`src/rtl/fifo_stream_reader_if.sv`:
```
// FIFO read-port plus valid/ready stream bundle for fifo_stream_reader.
// The master modport is the reader side; slave is the FIFO and consumer side.
interface fifo_stream_reader_if #(
  parameter int unsigned C_WIDTH = 32
);
  logic               FIFO_RD_EN;
  logic [C_WIDTH-1:0] FIFO_RD_DATA;
  logic               FIFO_EMPTY;
  logic [C_WIDTH-1:0] OUT_DATA;
  logic               OUT_VALID;
  logic               OUT_READY;
  logic [1:0]         COUNT;

  modport master (
    output FIFO_RD_EN, OUT_DATA, OUT_VALID, COUNT,
    input  FIFO_RD_DATA, FIFO_EMPTY, OUT_READY
  );

  modport slave (
    input  FIFO_RD_EN, OUT_DATA, OUT_VALID, COUNT,
    output FIFO_RD_DATA, FIFO_EMPTY, OUT_READY
  );
endinterface

```
`src/rtl/fifo_stream_reader.sv`:
```
// Drains a registered-EMPTY synchronous FIFO into a registered valid/ready stream.
// Two output slots plus one tracked in-flight read give full throughput under stalls.
module fifo_stream_reader #(
  parameter int unsigned C_WIDTH = 32
) (
  input  logic                   CLK,
  input  logic                   RST_N,
  input  logic                   CLEAR,
  fifo_stream_reader_if.master   bus
);

  logic [C_WIDTH-1:0] slot0_q, slot0_d;
  logic [C_WIDTH-1:0] slot1_q, slot1_d;
  logic [1:0]         count_q, count_d;
  logic               inflight_q, inflight_d;
  logic               valid_q, valid_d;

  logic               pop;
  logic [2:0]         occupancy;
  logic               rd_en;
  logic [1:0]         wr_idx;

  always_comb begin
    pop        = (count_q != 2'd0) && bus.OUT_READY;
    // Slots committed after this edge, counting the word already in flight.
    occupancy  = {1'b0, count_q} + {2'b00, inflight_q} - {2'b00, pop};
    rd_en      = RST_N && !CLEAR && !bus.FIFO_EMPTY && (occupancy < 3'd2);
    wr_idx     = count_q - {1'b0, pop};

    slot0_d    = slot0_q;
    slot1_d    = slot1_q;
    count_d    = count_q;
    inflight_d = rd_en;

    if (CLEAR) begin
      count_d = '0;
    end else begin
      if (pop) begin
        slot0_d = slot1_q;
      end
      if (inflight_q) begin
        if (wr_idx == 2'd0) begin
          slot0_d = bus.FIFO_RD_DATA;
        end else begin
          slot1_d = bus.FIFO_RD_DATA;
        end
      end
      count_d = count_q + {1'b0, inflight_q} - {1'b0, pop};
    end

    valid_d = (count_d != 2'd0);
  end

  always_ff @(posedge CLK or negedge RST_N) begin
    if (!RST_N) begin
      slot0_q    <= '0;
      slot1_q    <= '0;
      count_q    <= '0;
      inflight_q <= 1'b0;
      valid_q    <= 1'b0;
    end else begin
      slot0_q    <= slot0_d;
      slot1_q    <= slot1_d;
      count_q    <= count_d;
      inflight_q <= inflight_d;
      valid_q    <= valid_d;
    end
  end

  assign bus.FIFO_RD_EN = rd_en;
  assign bus.OUT_DATA   = slot0_q;
  assign bus.OUT_VALID  = valid_q;
  assign bus.COUNT      = count_q;

endmodule

```
`src/flat_wrapper.sv`:
```
// flat-port wrapper written by rule: the top's interface ports become plain ports
module fifo_stream_reader_flat 
#(
  parameter int unsigned C_WIDTH = 32
)
  (CLK, RST_N, CLEAR, bus_FIFO_RD_EN, bus_OUT_DATA, bus_OUT_VALID, bus_COUNT, bus_FIFO_RD_DATA, bus_FIFO_EMPTY, bus_OUT_READY);
  fifo_stream_reader_if #(.C_WIDTH(C_WIDTH)) bus_i ();
  input  logic CLK;
  input  logic RST_N;
  input  logic CLEAR;
  output wire logic [$bits(bus_i.FIFO_RD_EN)-1:0] bus_FIFO_RD_EN;
  output wire logic [$bits(bus_i.OUT_DATA)-1:0] bus_OUT_DATA;
  output wire logic [$bits(bus_i.OUT_VALID)-1:0] bus_OUT_VALID;
  output wire logic [$bits(bus_i.COUNT)-1:0] bus_COUNT;
  input wire logic [$bits(bus_i.FIFO_RD_DATA)-1:0] bus_FIFO_RD_DATA;
  input wire logic [$bits(bus_i.FIFO_EMPTY)-1:0] bus_FIFO_EMPTY;
  input wire logic [$bits(bus_i.OUT_READY)-1:0] bus_OUT_READY;
  assign bus_FIFO_RD_EN = bus_i.FIFO_RD_EN;
  assign bus_OUT_DATA = bus_i.OUT_DATA;
  assign bus_OUT_VALID = bus_i.OUT_VALID;
  assign bus_COUNT = bus_i.COUNT;
  assign bus_i.FIFO_RD_DATA = bus_FIFO_RD_DATA;
  assign bus_i.FIFO_EMPTY = bus_FIFO_EMPTY;
  assign bus_i.OUT_READY = bus_OUT_READY;
  fifo_stream_reader #(.C_WIDTH(C_WIDTH)) u_core (.CLK(CLK), .RST_N(RST_N), .CLEAR(CLEAR), .bus(bus_i));
endmodule
```
`config.mk`:
```
export PLATFORM = sky130hd
export DESIGN_NAME = fifo_stream_reader_flat
export DESIGN_NICKNAME = d
export VERILOG_FILES = /design/src/rtl/fifo_stream_reader_if.sv /design/src/rtl/fifo_stream_reader.sv /design/src/flat_wrapper.sv
export SDC_FILE = /design/constraint.sdc
export NUM_CORES = 1
export LEC_CHECK = 0
export CAP_MARGIN = 20
export CORE_MARGIN = 2
export CORE_UTILIZATION = 33
export DETAILED_ROUTE_END_ITERATION = 10
export SYNTH_ARGS = -nofsm -noshare
export SYNTH_HDL_FRONTEND = slang
export SYNTH_SLANG_ARGS = --single-unit
```
`constraint.sdc`:
```
create_clock -name CLK -period 2.2 [get_ports CLK]
set_input_delay 0.33 -clock CLK [delete_from_list [all_inputs] [get_ports CLK]]
set_output_delay 0.33 -clock CLK [all_outputs]
set_load 0.02 [all_outputs]
```
==> metrics.yaml <==
synth_top_flop_cell: "dfrtp_1"
final_core_util: 0.474
synth.distinct_cells: 27
cts_root_buf: "clkbuf_8"
cts_buffers: 9
cts_num_sinks: 68
dp_slack_ns: -0.932
async_flop_share: 1.00
period_needed_ns: 2.44
clkLatencyLatePin_ns: 0.34
routedWlPerCell_um: 17.1
finalWirelength_um: 6860
totalPowerFinal_uw: 5940
gp_congestion: 0.760
status: "finished, violations left"
syn_to_final_growth_pct: 38.2
antenna_left: 0
ys_seq_area_frac: 0.564
critical_path_peak_fanout: 4
powerDensity_mw_per_mm2: 1420
vdd_drop_max_uv: 579
synth.most_common_cell: "dfrtp_1"
synth_edf_count: 0
gr-total-overflow: 0
pin_count: 73
dp_hpwl_um: 4440
cp-start-kind: "flop"
hold_class: "input port to asynchronous set/reset pin"
grt_pass1_vias: 2159
synth.net_count: 237
grt_usage: 0.146
drc: 0
tritoncts: "done"
fmax_mhz: 410
rows: 34
die-area_mm2: 0.00993
worst_slack_ns: -0.236
fin_cells: 401
cts_buffer_depth: 2
fin_nets: 327
rr_endpoint: "u_core.bus.OUT_VALID"
worst_hold_slack_ns: 0.254
r2r_cells: 7
syn_inst: 198
path_class: "flop to output port"
crit_required_ns: 1.87
worstPathArrival_ns: 2.11
p_leak_uw: 0.00190
drv_cap: 0
clkSlewWorstSetupHoldPaths_ns: 0.07
die_w_um: 99.6
grt_max_degree: 69
antenna_found_initial: 0
r2r_start: "u_core.bus.COUNT[0]"
n_antenna_cell: 0
slew_headroom: 0.430
netlist_top_cells_area: "dfrtp_1, mux2_4, o22ai_1"
initial_core_util: 0.343
rsz0062_at_grt: "true"
grt_pass1_wl_um: 11300
io_buffers: 72
postCtsHoldBufs: 0
fin_crit_sh: 1.11
setup_viol: 1
die_y_um: 99.6
vias: 2047
avgSynthCellArea_um2: 15.2
hold_viol_final: 0
tightest_slew_ns: 0.856
ys_top_cells_by_count: "dfrtp_1, o22ai_1, mux2_4"
h-tree-depth: 3
violations: "negative setup slack"
ys_ff_latch: 68
yosysTopAreaCellShare: 0.564
finClkSkew_ns: 0.00813
yosysTopAreaCell: "dfrtp_1"
netlist_area_mm2: 0.00302
firstDrtPassIters: 4
ys.warnings.count: 0
drive_gt1_frac: 0.324
cp-end-kind: "output port"
r2r_slack_ns: 0.32
drt_iter0_markers: 60
viasPerCell: 5.10
coreArea_mm2: 0.00881
fill_cells: 768
place_inst: 384
maxSlewViolCount: 0
[layout by cell type, fill, tap and decap left out, types with 3 or more instances in the layout]
cell	Yosys	layout
buf_4	2	19
clkdlybuf4s50_1	0	69
a2bb2oi_1	21	21
a2bb2oi_2	10	10
dfrtp_1	68	66
buf_12	0	3
mux2_4	30	30
clkbuf_8	0	12
o22ai_1	32	32
clkbuf_1	3	3
[cell type report]
| cell class | count | area (um2) | area share |
|---|---|---|---|
| flip-flops and latches | 68 | 1700 | 0.409 |
| inverters | 2 | 7.51 | 0.00180 |
| clock inverters | 1 | 5.00 | 0.00120 |
| multi-input cells | 113 | 1220 | 0.293 |
| repair buffers | 94 | 918 | 0.220 |
| clock buffers | 15 | 176 | 0.0423 |
| well taps | 108 | 135 | 0.0324 |
[worst max path at each step]
stage,startpoint,end,slack [ns],depth (start not counted)
floorplan,u_core.bus.COUNT[0],bus_FIFO_RD_EN,0.01,7
global placement,bus_OUT_READY,bus_FIFO_RD_EN,-0.89,9
detailed placement,bus_OUT_READY,bus_FIFO_RD_EN,-0.93,9
CTS,u_core.bus.COUNT[0],bus_FIFO_RD_EN,-0.31,8
global route,u_core.bus.COUNT[0],bus_FIFO_RD_EN,-0.35,8
finish,u_core.bus.COUNT[0],bus_FIFO_RD_EN,-0.24,8
[report_power, final]
group	leakage, uW	total (uW)	switching, uW	internal (uW)
registers	0.000850	2110	325	1790
logic	0.000956	2870	1230	1640
clock network	0.0000937	952	450	502
total	0.00190	5940	2000	3930
[worst max-delay path, cell delays in order, from the launching register on]
cell and delay, ns:
dfrtp_2 0.44, o21ai_4 0.16, or2_4 0.15, nand2_4 0.05, ha_4 0.15, fa_2 0.41, nor2_1 0.10, and4_4 0.22
buf_6 0.11
[repair_timing]
item / CTS / global route
setup buffers: 1 / 0
resized for setup: 13 / 1
hold endpoints to repair: 0 / 0
pin swaps: 5 / 5
endpoints found under the setup margin: 1 / 1
[registers in the layout (all words and copies together) (netlist names)]
signal / count
u_core.bus.COUNT: 2
u_core.bus.OUT_DATA: 32
u_core.bus.OUT_VALID: 1
u_core.inflight_q: 1
u_core.slot1_q: 32
[metal layers]
metal,vias up,GRT usage,share of wire,routed length [um]
li1,938,-,-,-
met1,1035,0.203,0.48,3310
met2,64,0.219,0.45,3110
met3,10,0.0429,0.052,354
met4,0,0.0474,0.013,87
met5,-,0,0,0
[logic make-up after synthesis]
group	Yosys count	synth area share
AO/OA/AOI/OAI	67	0.192
XOR/XNOR	1	0.00290
adder cells (fa/ha/maj)	2	0.0108
buffers and inverters	17	0.0423
flip-flops	68	0.564
multiplexers	32	0.157
AND/OR/NAND/NOR	11	0.0319
[stage by stage]
step | cell area, um2 | TNS (ns)
6_report | 4170 | -0.236
5_1_grt | 4170 | -0.346
4_1_cts | 4170 | -0.306
2_1_floorplan | 3030 | 0
3_3_place_gp | 3960 | -1.14
3_5_place_dp | 3960 | -1.25
No activity file was read; power rests on OpenSTA's default activity.
